`config.mk`:
```
export PLATFORM = sky130hd
export DESIGN_NAME = chicken_turn_ctrl
export DESIGN_NICKNAME = d
export VERILOG_FILES = /design/src/rtl/chicken_pkg.sv /design/src/rtl/chicken_turn_timer.sv /design/src/rtl/chicken_turn_ctrl.sv
export SDC_FILE = /design/constraint.sdc
export NUM_CORES = 1
export LEC_CHECK = 0
export BUFFER_PORTS_ARGS = -buffer_cell sky130_fd_sc_hd__buf_2
export CAP_MARGIN = 20
export CORE_MARGIN = 10
export CORE_UTILIZATION = 54
export CTS_CLUSTER_SIZE = 8
export DETAILED_ROUTE_END_ITERATION = 7
export GPL_TIMING_DRIVEN = 1
export PLACE_DENSITY = 0.82
export SLEW_MARGIN = 20
export SYNTH_ARGS = -nofsm -noshare
export SYNTH_HDL_FRONTEND = slang
export SYNTH_SLANG_ARGS = --single-unit
```
`constraint.sdc`:
```
create_clock -name clk -period 4.25 [get_ports clk]
set_input_delay 0.425 -clock clk [delete_from_list [all_inputs] [get_ports clk]]
set_output_delay 0.425 -clock clk [all_outputs]
set_load 0.01 [all_outputs]
```
`src/rtl/chicken_pkg.sv`:
```
// rtl/chicken_pkg.sv - shared state codes and width helper for the chicken turn controller
// Purpose: 3-bit state encoding shared by the turn controller and its bench-visible M output,
//          plus a $clog2 wrapper that never returns a zero width.
// Ports:   none (package)
package chicken_pkg;

  typedef enum logic [2:0] {
    ST_IDLE   = 3'b000,
    ST_SELECT = 3'b001,
    ST_WAITC  = 3'b010,
    ST_TURN   = 3'b011,
    ST_JUDGE  = 3'b100,
    ST_MISS   = 3'b101,
    ST_ADV    = 3'b110,
    ST_WIN    = 3'b111
  } state_t;

  // Width of a field able to index n values; a one-value field still needs one bit.
  function automatic int safe_clog2(input int n);
    return (n <= 2) ? 1 : $clog2(n);
  endfunction

endpackage

```
`src/rtl/chicken_turn_timer.sv`:
```
// rtl/chicken_turn_timer.sv - turn timeout counter with load, enable and expire
// Purpose: counts enabled cycles since the last load; expire is high while enabled and the
//          count has reached TIMEOUT_CYC-1. Only used when TURN_TIMEOUT_EN is defined.
// Ports:   clk    in  system clock
//          rst    in  async reset, active-high
//          load   in  clear the count to zero
//          en     in  count this cycle
//          expire out count == TIMEOUT_CYC-1 while enabled
module chicken_turn_timer
  import chicken_pkg::*;
#(
  parameter int TIMEOUT_CYC = 50000000
) (
  input  logic clk,
  input  logic rst,
  input  logic load,
  input  logic en,
  output logic expire
);

  localparam int CW = safe_clog2(TIMEOUT_CYC);

  logic [CW-1:0] count;

  assign expire = en && (count == CW'(TIMEOUT_CYC - 1));

  // Holds at the terminal value so a stalled caller never sees the count wrap.
  always_ff @(posedge clk or posedge rst) begin
    if (rst) begin
      count <= '0;
    end else if (load) begin
      count <= '0;
    end else if (en && !expire) begin
      count <= count + 1'b1;
    end
  end

endmodule

```
`src/rtl/chicken_turn_ctrl.sv`:
```
// rtl/chicken_turn_ctrl.sv - multi-player turn/game sequencer for the ChickenCHACHACHA board
// Purpose: walks setup (IDLE, SELECT, WAITC), then rotates turns between NUM_PLAYERS players,
//          advancing a player's track position on a card match and declaring a winner when a
//          position reaches TRACK_LEN-1. Optional macro TURN_TIMEOUT_EN adds a per-turn timeout
//          that forces a miss after TIMEOUT_CYC idle cycles in TURN.
// Ports:   clk, rst (async, active-high)
//          key   in  key code, 0 = no key
//          c     in  continue/confirm level
//          go    in  card match result, used in JUDGE
//          A     out high while in TURN
//          D     out one-cycle advance pulse (the ADV cycle)
//          WR    out high in IDLE and SELECT
//          M     out current state code
//          level out latched difficulty select
//          player out current player
//          pos   out packed track positions, player 0 in the LSBs
//          win_valid out high in WIN
//          winner out winning player, valid with win_valid
module chicken_turn_ctrl
  import chicken_pkg::*;
#(
  parameter int NUM_PLAYERS = 2,
  parameter int KEY_W       = 4,
  parameter int SEL_MIN     = 2,
  parameter int SEL_MAX     = 4,
  parameter int TRACK_LEN   = 12,
  parameter int TIMEOUT_CYC = 50000000,
  localparam int PW = safe_clog2(NUM_PLAYERS),
  localparam int TW = safe_clog2(TRACK_LEN)
) (
  input  logic                      clk,
  input  logic                      rst,
  input  logic [KEY_W-1:0]          key,
  input  logic                      c,
  input  logic                      go,
  output logic                      A,
  output logic                      D,
  output logic                      WR,
  output logic [2:0]                M,
  output logic [KEY_W-1:0]          level,
  output logic [PW-1:0]             player,
  output logic [NUM_PLAYERS*TW-1:0] pos,
  output logic                      win_valid,
  output logic [PW-1:0]             winner
);

  state_t        state_q;
  state_t        state_d;
  logic [TW-1:0] pos_q [NUM_PLAYERS];
  logic [TW-1:0] cur_pos;
  logic          timer_expire;
  logic          key_in_range;

  localparam logic [TW-1:0] POS_LAST    = TW'(TRACK_LEN - 1);
  localparam logic [PW-1:0] PLAYER_LAST = PW'(NUM_PLAYERS - 1);

`ifdef TURN_TIMEOUT_EN
  // Held in load outside TURN, so the count is zero on every TURN entry.
  chicken_turn_timer #(
    .TIMEOUT_CYC(TIMEOUT_CYC)
  ) u_timer (
    .clk    (clk),
    .rst    (rst),
    .load   (state_q != ST_TURN),
    .en     (state_q == ST_TURN),
    .expire (timer_expire)
  );
`else
  logic unused_timeout;
  assign unused_timeout = (TIMEOUT_CYC == 0);
  assign timer_expire   = 1'b0;
`endif

  assign cur_pos      = pos_q[player];
  assign key_in_range = (key >= KEY_W'(SEL_MIN)) && (key <= KEY_W'(SEL_MAX));
  assign M            = state_q;

  for (genvar p = 0; p < NUM_PLAYERS; p++) begin : g_pack
    assign pos[p*TW +: TW] = pos_q[p];
  end

  always_comb begin
    state_d = state_q;
    unique case (state_q)
      ST_IDLE:   if (c) state_d = ST_SELECT;
      ST_SELECT: if (key_in_range) state_d = ST_WAITC;
      ST_WAITC:  if (c) state_d = ST_TURN;
      // A key pressed on the expiry cycle still wins over the timeout.
      ST_TURN: begin
        if (key != '0)        state_d = ST_JUDGE;
        else if (timer_expire) state_d = ST_MISS;
      end
      ST_JUDGE:  state_d = go ? ST_ADV : ST_MISS;
      ST_MISS:   if (c) state_d = ST_TURN;
      // pos already holds the incremented value in the ADV cycle.
      ST_ADV:    state_d = (cur_pos == POS_LAST) ? ST_WIN : ST_TURN;
      ST_WIN:    state_d = ST_WIN;
      default:   state_d = ST_IDLE;
    endcase
  end

  always_ff @(posedge clk or posedge rst) begin
    if (rst) begin
      state_q   <= ST_IDLE;
      A         <= 1'b0;
      D         <= 1'b0;
      WR        <= 1'b1;
      level     <= '0;
      player    <= '0;
      win_valid <= 1'b0;
      winner    <= '0;
      for (int i = 0; i < NUM_PLAYERS; i++) pos_q[i] <= '0;
    end else begin
      state_q   <= state_d;
      A         <= (state_d == ST_TURN);
      WR        <= (state_d == ST_IDLE) || (state_d == ST_SELECT);
      D         <= (state_q == ST_JUDGE) && (state_d == ST_ADV);
      win_valid <= (state_d == ST_WIN);

      if (state_q == ST_SELECT && state_d == ST_WAITC) level <= key;

      if (state_q == ST_MISS && state_d == ST_TURN)
        player <= (player == PLAYER_LAST) ? '0 : player + 1'b1;

      // Saturate rather than wrap; a full track is only reachable on the final advance.
      if (state_q == ST_JUDGE && state_d == ST_ADV && cur_pos != POS_LAST)
        pos_q[player] <= cur_pos + 1'b1;

      if (state_q == ST_ADV && state_d == ST_WIN) winner <= player;
    end
  end

endmodule
```
==> impl_metrics.py <==
metrics = {
    "pwr": {
        "intPower_mw": 0.4618,
        "p_sw_mw": 0.3015,
        "pwr-share-clk_pct": 12.0,
        "power_leakage_nw": 0.6193,
        "peakVddDrop_mv": 0.3791,
        "combPwrFrac_pct": 42.5,
        "p_per_area_nw_per_um2": 627.0,
        "switching_share_pct": 39.50,
        "seqPwrFrac_pct": 45.5,
    },
    "min_path": {
        "hp-class": "in -> async",
    },
    "yosys": {
        "syn-num-nets": 98,
        "ys_warn_count": 0,
        "seq_area_frac_synth_pct": 50.85,
        "netlist_area_um2": 1036,
        "synth-seq-cells": 21,
        "netlist_instances": 89,
        "synth_edf_count": 0,
        "avgSynthCellArea_um2": 11.64,
        "synth.distinct_cells": 37,
        "async_flop_share_pct": 100.0,
        "synth_flop_cell": "dfrtp_1",
    },
    "clocking": {
        "cts.clk_slew.worst_paths_ns": 0.11,
        "cts-htree-levels": 1,
        "cts_setup_buffers": 0,
        "cts_tree": "built",
        "ctsResizeCount": 0,
        "cts_buffers": 3,
        "cts.sinks": 21,
        "cts-root-buf": "clkbuf_4",
        "cts_hold_buf": 0,
        "clk_latency_ns": 0.29,
        "cts_buffer_depth": 2,
    },
    "grt": {
        "grtUsageTotal_pct": 9.843,
        "grt_max_degree": 22,
        "grt-ovfl-total": 0,
        "antenna_found_initial": 0,
        "grt_pass1_vias": 763,
        "grt_pass1_wl_mm": 3.353,
    },
    "drt": {
        "drc": 0,
        "vias_per_cell": 5.083,
        "drt_wl_total_mm": 2.035,
        "ant_nets": 0,
        "drt-wirelength-per-cell_um": 14.13,
        "drt_first_iter_violations": 18,
        "first_pass_iters": 4,
        "vias": 732,
    },
    "placed_design": {
        "dp.cells": 140,
        "hpwl_mm": 1.663,
        "gp_congestion": 0.7953,
        "portBuffers": 28,
    },
    "worst_setup_path": {
        "rr_startpoint": "player$_DFFE_PP0P_",
        "critPathLaunchType": "register",
        "startpoint": "player$_DFFE_PP0P_",
        "crit_required_ns": 4.44,
        "criticalPathCategory": "reg -> reg",
        "reg2reg_depth": 5,
        "critPathMaxFanout": 10,
        "rrSetupSlack_ns": 2.16,
        "crit_arrival_ns": 2.27,
        "cp-end-kind": "register",
    },
    "floorplanning": {
        "die-area_um2": 4070,
        "initial_utilization_pct": 58.72,
        "io_pins": 29,
        "dieHeight_um": 63.80,
        "num_rows": 15,
        "core_um2": 1764,
        "die_w_um": 63.80,
    },
    "cells_and_area": {
        "fillerInstances": 147,
        "drive_gt1_share_pct": 39.50,
        "fin_cells": 144,
        "fin_nets": 129,
        "antenna_cells": 0,
        "syn2layout_area_growth_pct": 17.51,
    },
    "flow_run": {
        "cap_viol_max_count": 0,
    },
    "timing": {
        "min_period_over_period_pct": 49.06,
        "slew-limit-headroom_pct": 50.09,
        "max_freq_ghz": 0.4796,
        "fin_worst_skew_ns": 0.001455,
        "finalCriticalPeriod_ns": 2.085,
        "slew_viol_final": 0,
        "grt_setup_unrepaired": "false",
        "final_hold_viol_count": 0,
        "tightest_slew_ns": 0.7478,
        "setup_viol": 0,
        "final.setup.tns_ns": 0,
    },
    "outcome": {
        "status": "complete, no violations",
    },
}
cell usage in the layout (no fill, tap or decap):
master / n
clkbuf_4: 3
inv_2: 1
mux2i_1: 1
nor3_1: 1
o22ai_1: 1
or3_1: 1
o31ai_1: 1
mux2_2: 5
nor3b_2: 1
or4_4: 1
and3b_1: 1
mux2_1: 2
o21ai_0: 1
or3b_1: 1
xnor2_1: 5
a221oi_2: 1
and2b_1: 1
and2_1: 1
a21oi_1: 4
nand3_2: 1
nor2_1: 4
buf_2: 28
and3b_2: 1
dfrtp_1: 20
nand2_1: 11
o21ai_1: 3
nand2b_4: 1
a2111oi_4: 1
inv_1: 4
nand2b_1: 3
xor2_1: 2
nand4b_1: 1
ha_1: 1
dfstp_2: 1
nor3_4: 1
clkbuf_1: 1
or2b_1: 1
and3_2: 1
per-stage QoR:
stage | instance area (µm²) | setup WS, ns | util [%] | hold slack (ns) | power (mW)
2_1_floorplan | 1036 | 2.370 | - | 0.4008 | 0.5808
3_5_place_dp | 1191 | 2.190 | 67.52 | 0.4749 | 0.6835
5_1_grt | 1217 | 2.100 | 69.01 | 0.2951 | 0.8274
4_1_cts | 1217 | 2.171 | 69.01 | 0.2713 | 0.7754
6_report | 1217 | 2.165 | 69.01 | 0.2450 | 0.7633
3_3_place_gp | 1191 | 2.319 | 67.52 | 0.4583 | 0.6713
cells in the mapped netlist (all sizes together) (2+ instances only):
master   n  area share, %
dfrtp   20             48
nand2   11            4.0
mux2     7            7.6
inv      5            1.8
xnor2    5            4.2
a21oi    4            1.9
nand2b   4            3.1
nor2     4            1.4
o21ai    4            1.9
and3b    2            1.8
buf      2            1.6
nor3     2            2.1
xor2     2            1.7
flip-flops by register name (all words and copies together), names as in the netlist:
signal,cells
win_valid,1
A,1
WR,1
pos,8
winner,1
level,4
D,1
player,1
M,3
logic make-up (layout without fill, tap and decap cells):
| logic type | Yosys count | in the layout | synth area share (%) |
|---|---|---|---|
| compound gates | 12 | 12 | 9.299 |
| fa+ha+maj | 1 | 1 | 1.208 |
| flops | 21 | 21 | 50.85 |
| simple gates | 33 | 33 | 20.77 |
| xor+xnor | 7 | 7 | 5.918 |
| buf+inv | 7 | 37 | 3.380 |
| mux | 8 | 8 | 8.574 |
cell type report:
| type | instances | area [µm²] | area share [%] |
|---|---|---|---|
| Timing Repair Buffer | 28 | 140.1 | 11.51 |
| Clock buffer | 4 | 26.28 | 2.158 |
| Multi-Input combinational cell | 61 | 474.2 | 38.95 |
| Tap cell | 25 | 31.28 | 2.569 |
| Sequential cell | 21 | 526.8 | 43.27 |
| Inverter | 5 | 18.77 | 1.542 |
power by group through the flow:
stage | Clock [mW] | Combinational, mW | Sequential (mW)
after floorplan | 0 | 0.229 | 0.352
after global placement | 0 | 0.326 | 0.345
after detailed placement | 0 | 0.333 | 0.350
after CTS | 0.0957 | 0.333 | 0.346
after global routing | 0.105 | 0.363 | 0.360
final | 0.0912 | 0.325 | 0.347
critical path: stages (launching register included):
cell,delay (ns)
dfrtp_1,0.58
mux2_2,0.39
ha_1,0.23
o21ai_1,0.15
and3b_2,0.29
mux2_2,0.34
routing by layer:
metal / part of all wire [%] / track usage (%) / vias up / wire length [µm]
met1: 45 / 10.92 / 344 / 924
met2: 48 / 17.16 / 20 / 976
met5: 0 / 0 / - / 0
li1: - / - / 364 / -
met4: 1.3 / 3.279 / 0 / 27
met3: 5.3 / 3.310 / 4 / 107
final timing paths:
check                                             to
max in group asynchronous             M[2]$_DFF_PP0_
worst min register to register    pos[3]$_DFFE_PP0P_
worst min-delay path              pos[2]$_DFFE_PP0P_
worst max register to register    pos[1]$_DFFE_PP0P_
min in group clk                level[2]$_DFFE_PP0P_
worst max-delay path              pos[1]$_DFFE_PP0P_
(Power assumes the default switching activity.)
